File: src/rtl/pipelined_adder.sv
// -----------------------------------------------------------------------------
// pipelined_adder
//
// Pipelined two's-complement adder. A WIDTH-bit addition is split into STAGES
// equal ripple chunks of CHUNK = WIDTH/STAGES bits. Each pipeline stage adds
// one chunk, and the carry between chunks is registered from stage to stage.
// Operand chunks that have not been added yet travel forward in skew
// registers. Sum chunks that are already finished travel forward alongside
// them. The last stage's registers drive the outputs directly.
//
// Handshake: the whole pipe advances together when adv = !out_valid ||
// out_ready. in_ready equals adv, so it is combinational from out_ready.
// Bubbles are kept in the pipe and are not collapsed.
//
// Optional feature macro: PIPELINED_ADDER_SUB_EN
//   When it is defined, the port 'sub' exists. With sub = 1 the block computes
//   a - b as a + ~b + 1, and c_in is ignored.
//   When it is undefined, the block performs addition only.
//
// Parameters:
//   WIDTH   operand and sum width; must be a multiple of STAGES
//   STAGES  pipeline depth (>= 1)
//
// Ports:
//   clk        rising-edge clock
//   rst_n      asynchronous active-low reset
//   in_valid   operands valid
//   in_ready   block can accept operands this cycle
//   a, b       operands
//   c_in       carry into bit 0
//   sub        subtract select (only with PIPELINED_ADDER_SUB_EN)
//   out_valid  result valid
//   out_ready  downstream accepts the result
//   sum        result
//   c_out      carry out of bit WIDTH-1 (1 = no borrow when subtracting)
//   ovf        signed overflow (carry into the MSB xor carry out of the MSB)
// -----------------------------------------------------------------------------
module pipelined_adder #(
    parameter int WIDTH  = 16,
    parameter int STAGES = 4
) (
    input  logic             clk,
    input  logic             rst_n,
    input  logic             in_valid,
    output logic             in_ready,
    input  logic [WIDTH-1:0] a,
    input  logic [WIDTH-1:0] b,
    input  logic             c_in,
`ifdef PIPELINED_ADDER_SUB_EN
    input  logic             sub,
`endif
    output logic             out_valid,
    input  logic             out_ready,
    output logic [WIDTH-1:0] sum,
    output logic             c_out,
    output logic             ovf
);

    localparam int CHUNK = WIDTH / STAGES;
    // Number of skew register sets between stages. A single-stage build keeps
    // one dummy set so that the array declarations stay legal.
    localparam int SKEW  = (STAGES > 1) ? STAGES - 1 : 1;

    // This adds one chunk and returns {carry into chunk MSB, carry out, sum}.
    // The carry into the MSB is recovered as sum_msb ^ x_msb ^ y_msb.
    function automatic logic [CHUNK+1:0] add_chunk(
        input logic [CHUNK-1:0] x,
        input logic [CHUNK-1:0] y,
        input logic             ci
    );
        logic [CHUNK:0] t;
        t = {1'b0, x} + {1'b0, y} + {{CHUNK{1'b0}}, ci};
        return {t[CHUNK-1] ^ x[CHUNK-1] ^ y[CHUNK-1], t};
    endfunction

    // Skew/partial-result registers: entry s is the output of stage s.
    logic [WIDTH-1:0] r_a   [SKEW];
    logic [WIDTH-1:0] r_b   [SKEW];
    logic [WIDTH-1:0] r_sum [SKEW];
    logic             r_cy  [SKEW];

    // Per-stage valid bits. Bit STAGES-1 is out_valid.
    logic [STAGES-1:0] r_vld;
    logic [WIDTH-1:0]  r_sum_o;
    logic              r_c_out;
    logic              r_ovf;

    logic              w_adv;
    logic [STAGES-1:0] w_vin;
    logic [WIDTH-1:0]  w_b0;
    logic              w_ci0;
    logic [CHUNK+1:0]  w_res [STAGES];
    logic [WIDTH-1:0]  w_sum [STAGES];
    logic              w_co  [STAGES];
    logic              w_cm  [STAGES];

    assign w_adv    = !r_vld[STAGES-1] || out_ready;
    assign in_ready = w_adv;
    // Valid bit entering each stage on an advance. The oldest bit falls off.
    assign w_vin    = STAGES'({r_vld, in_valid});

    // Subtraction is folded into stage 0: ~b is stored in the skew chain, so
    // later stages see a plain addition.
    always_comb begin
`ifdef PIPELINED_ADDER_SUB_EN
        w_b0  = sub ? ~b : b;
        w_ci0 = sub ? 1'b1 : c_in;
`else
        w_b0  = b;
        w_ci0 = c_in;
`endif
    end

    always_comb begin
        w_res[0] = add_chunk(a[CHUNK-1:0], w_b0[CHUNK-1:0], w_ci0);
        w_sum[0] = '0;
        w_sum[0][CHUNK-1:0] = w_res[0][CHUNK-1:0];
        w_co[0]  = w_res[0][CHUNK];
        w_cm[0]  = w_res[0][CHUNK+1];
        for (int s = 1; s < STAGES; s++) begin
            w_res[s] = add_chunk(r_a[s-1][s*CHUNK +: CHUNK],
                                 r_b[s-1][s*CHUNK +: CHUNK],
                                 r_cy[s-1]);
            w_sum[s] = r_sum[s-1];
            w_sum[s][s*CHUNK +: CHUNK] = w_res[s][CHUNK-1:0];
            w_co[s]  = w_res[s][CHUNK];
            w_cm[s]  = w_res[s][CHUNK+1];
        end
    end

    // ---- stage boundaries 0..STAGES-2: skew data (no reset; bubbles are don't-care)
    always_ff @(posedge clk) begin
        if (w_adv) begin
            r_a[0]   <= a;
            r_b[0]   <= w_b0;
            r_sum[0] <= w_sum[0];
            r_cy[0]  <= w_co[0];
            for (int s = 1; s < STAGES - 1; s++) begin
                r_a[s]   <= r_a[s-1];
                r_b[s]   <= r_b[s-1];
                r_sum[s] <= w_sum[s];
                r_cy[s]  <= w_co[s];
            end
        end
    end

    // ---- last stage boundary: valid chain and output registers
    always_ff @(posedge clk or negedge rst_n) begin
        if (!rst_n) begin
            r_vld   <= '0;
            r_sum_o <= '0;
            r_c_out <= 1'b0;
            r_ovf   <= 1'b0;
        end else if (w_adv) begin
            r_vld <= w_vin;
            // The outputs hold the last real result; bubbles leave them untouched.
            if (w_vin[STAGES-1]) begin
                r_sum_o <= w_sum[STAGES-1];
                r_c_out <= w_co[STAGES-1];
                r_ovf   <= w_cm[STAGES-1] ^ w_co[STAGES-1];
            end
        end
    end

    assign out_valid = r_vld[STAGES-1];
    assign sum       = r_sum_o;
    assign c_out     = r_c_out;
    assign ovf       = r_ovf;

endmodule

File: config.mk
export PLATFORM = sky130hd
export DESIGN_NAME = pipelined_adder
export DESIGN_NICKNAME = d
export VERILOG_FILES = /design/src/rtl/pipelined_adder.sv
export SDC_FILE = /design/constraint.sdc
export NUM_CORES = 1
export LEC_CHECK = 0
export BUFFER_PORTS_ARGS = -buffer_cell sky130_fd_sc_hd__buf_4
export CAP_MARGIN = 10
export CORE_MARGIN = 2
export CORE_UTILIZATION = 56
export CTS_BUF_LIST = sky130_fd_sc_hd__clkbuf_16
export CTS_CLUSTER_SIZE = 25
export DETAILED_ROUTE_END_ITERATION = 7
export PLACE_DENSITY_LB_ADDON = 0.12
export SETUP_SLACK_MARGIN = 0.15
export SYNTH_ARGS = -nofsm -noshare
export SYNTH_HDL_FRONTEND = slang
export SYNTH_SLANG_ARGS = --single-unit
File: constraint.sdc
create_clock -name clk -period 2.43 [get_ports clk]
set_input_delay 0.486 -clock clk [delete_from_list [all_inputs] [get_ports clk]]
set_output_delay 0.486 -clock clk [all_outputs]
set_load 0.02 [all_outputs]
Yosys cells after proc, flatten, opt, wreduce, memory -nomap -nowiden
Memory sizes are Yosys's and may differ from the RTL's. A register that Yosys moved wholly into a read port is not among the register bits. Index checks and enable logic that the tools add are counted.

Flip-flop bits (word level): 22. RAM bits: 147. Input port bits: 37. Output and inout bits: 20. Memories: 4.

Memory list: r_a (depth 3, width 16, read ports 3, clocked after memory_dff 0, write ports 3, line 77) `logic [WIDTH-1:0] r_a [SKEW];`; r_b (depth 3, width 16, read ports 3, clocked after memory_dff 0, write ports 3, line 78) `logic [WIDTH-1:0] r_b [SKEW];`; r_sum (depth 3, width 16, read ports 3, clocked after memory_dff 1, write ports 3, line 79) `logic [WIDTH-1:0] r_sum [SKEW];`; r_cy (depth 3, width 1, read ports 3, clocked after memory_dff 0, write ports 3, line 80) `logic r_cy [SKEW];`.

$add $sub $neg: 8. Mux-type cells: 2. Bitwise gates (word level): 3. Reduce and logical (&&, ||, !) cells: 4.

Operator list (number): adder 4 x 4 -> 5 bit (4); adder 5 x 1 -> 5 bit (4); XOR 1 bit (3); zero test 1 bit (2); 2-to-1 mux 1 bit (2); AND reduction 2 bit (1); logical OR 1 bit (1).

Logic depth before layout (Yosys ltp)
An unclocked memory read counts as a cell.

Depth in word-level cells: 6. Depth in mapped cells: 6. Depth with buffers taken out: 6.

Worst setup path after synthesis
No wires, ideal clock.

Path type: input to register. Start point: input out_ready. End point: register r_sum_o[10], in the netlist sum[10], read port of r_sum. Setup time: 0.125 ns. Arrival time: 1.866 ns. Setup slack: 0.439 ns. Cell stages on the path: 5. Path buffers: 2. Cell sequence: nand2b_1 > buf_4 > nand2_4 > buf_4 > mux2_2.

Longest elaborated chain between the ends: 2.

RTL lines: start, declared (line 53) `input logic out_ready,`; logical OR 1 bit (line 97) `assign w_adv = !r_vld[STAGES-1] || out_ready;`; named net in_ready (line 45) `output logic in_ready,`; AND reduction 2 bit (no source line); end, declared (line 84) `logic [WIDTH-1:0] r_sum_o;`.

The timed path passes the listed nets, and every way through them passes these cells. A chain may end at the register's enable or synchronous reset.

==> impl_metrics.ini <==
[floorplanning]
die_height_um = 85.1
io_pins = 57
start_util_pct = 58.0
core-area_sq_um = 6350
die_w_um = 85.1
core.rowCount = 29
die-area_sq_um = 7240

[cells_and_area]
utilization_pct = 71.4
nets = 316
n_antenna_cell = 0
final_common_cell = edfxtp_1
syn2layout_area_growth_pct = 23.1
fillCellCount = 395
layout-drive-gt1-share_pct = 36.0
mostFrequentLayoutCells = 75 x edfxtp_1, 57 x buf_4, 22 x dfrtp_1

[cts]
clock_path_buffers = 2
cts_tree = yes
root_buffer = clkbuf_16
clock-sinks = 97
clk_latency_ps = 330
numCtsBuffers = 9
clk_pin_slew_ps = 70
hold_buffers = 0
post_cts_resized = 0
post_cts_buffers = 0
cts_max_level = 3

[routing]
vias_per_cell = 5.08
drt_iter0_drc = 106
num_vias = 1732
avgRoutedWirePerCell_um = 14.4
antenna_left = 0
routed_wirelength_um = 4920
dr.pass1.iters = 4
drc_errors = 0

[worst_setup_path]
crit_slowest_cell = fa_1
required_ps = 2670
cp_data_arrival_time_ps = 2280
reg2reg_depth = 6
critPathTopFamily = adder cells
reg2reg_slack_ps = 390
critPathKind = reg2reg
critical_path.cell_chain = fa_1, fa_1, nand3_1, a21oi_1, o211a_1, o31ai_2
cpMostUsedCell = fa_1
r2r_start = r_a[0][44]
r2r_end = ovf
cp-end-kind = flop
crit_path_start = r_a[0][44]
worstPathMaxFanout = 3
cp.buffers_inverters = 0
max_stage_delay_ps = 480
start_kind = flop

[placed_design]
gp_congestion = 0.745
dp_hpwl_um = 3160
port-buffer-count = 56

[yosys]
ys_seq_area_share_pct = 76.1
syn-mean-instance-area_sq_um = 19.2
synth.top_cell.area_share_pct = 61.2
netlist_instances = 192
synth-seq-cells = 97
yosysTopAreaCell = edfxtp_1
synth_nets = 249
netlist-cell-type-count = 26
ys_warn_count = 0
syn-cell-area_sq_um = 3680
yosys-top-cells-area = edfxtp_1 61%, dfrtp_1 15%, mux2_2 5.2%

[grt]
grt_pass1_vias = 1753
antenna_found_initial = 0
grt_max_degree = 52
grt-ovfl-total = 0
grt_pass1_wl_um = 8110
grt_usage_pct = 14.9

[sta]
fin_skew_ps = 7.14
rsz0062_at_grt = false
max_slew_margin_pct = 71.4
final.setup.tns_ps = 0
fmax_mhz = 491
slew_violations = 0
finalCritPeriodShare_pct = 83.8
setup_viol = 0
final-hold-violation-count = 0
min_period_ps = 2040
worst_pin_slew_ps = 425

[pwr]
cellLeakagePower_nw = 1.88
cellPowerDensity_nw_per_um2 = 1270
ir_drop_mv = 0.753

[status]
status = finished, final reports clean

[worst_hold_path]
worstHoldPathType = in2async

[job]
cap_violations = 0
[state kept, by name, indices dropped and copies added, names as in the netlist]
signal  flops
r_cy        3
r_a        24
c_out       1
r_vld       4
r_sum      24
sum        16
r_b        24
ovf         1
[worst max-delay path by stage]
stage	to	depth (start not counted)
after global placement	ovf	6
after floorplan	sum[10]	5
after CTS	ovf	6
final	ovf	6
after detailed placement	ovf	6
after global routing	ovf	6
[report_power, final]
part	internal [mW]	switching (mW)	total [mW]
logic	0.763	0.826	1.59
registers	2.51	0.234	2.75
clock network	0.893	0.550	1.44
[routing by layer]
metal | GRT usage [%] | up-vias | part of all wire [%]
met5 | 0 | - | 0
met4 | 6.06 | 0 | 0.94
met3 | 4.67 | 4 | 5.0
met2 | 24.1 | 41 | 50
met1 | 18.7 | 850 | 44
li1 | - | 837 | -
[cells by family (layout without fill, tap and decap cells)]
family	after synthesis	after routing	share of synthesized area (%)
compound gates	20	20	3.77
xor+xnor	8	8	1.90
fa+ha+maj	20	20	8.43
buf+inv	14	86	1.63
flops	97	97	76.1
mux	17	17	5.20
simple gates	16	16	2.96
[worst reg2reg max path, stage by stage (launching register included)]
cell and delay (ps):
edfxtp_1 390, fa_1 480, fa_1 420, nand3_1 140
a21oi_1 100, o211a_1 250, o31ai_2 170
[cell usage after synthesis, drive strengths merged]
| cell | number |
|---|---|
| or3 | 1 |
| o31ai | 1 |
| o21ai | 5 |
| o211a | 1 |
| a211oi | 1 |
| a41oi | 1 |
| nand2 | 3 |
| mux2 | 17 |
| xnor2 | 7 |
| buf | 2 |
| and2 | 1 |
| a41o | 1 |
| ha | 12 |
| dfrtp | 22 |
| edfxtp | 75 |
| nand2b | 5 |
| fa | 8 |
| inv | 12 |
| and3 | 2 |
| xor2 | 1 |
| nand3 | 1 |
| a21oi | 6 |
| a21o | 4 |
| nor2b | 3 |
[metrics by stage]
stage               cell area, sq um  total power, mW  hold WS (ps)  setup slack, ps  cells
finish                          4530             5.78          35.8              393    341
detailed placement              4220             4.38           390              400    325
global placement                4220             4.32           390              456    325
CTS                             4530             5.85          36.9              377    341
global route                    4530             6.10          47.8              278    341
floorplan                       3680             3.80           190              439    192
[final cells by class]
type	count	area [sq um]	area share, %
flip-flops and latches	97	2800	61.8
multi-input cells	81	827	18.2
repair buffers	58	448	9.88
clock buffers	9	225	4.97
well taps	77	96.3	2.13
clock inverters	7	88.8	1.96
inverters	12	45.0	0.994
Power figures use the tool's default switching activity.
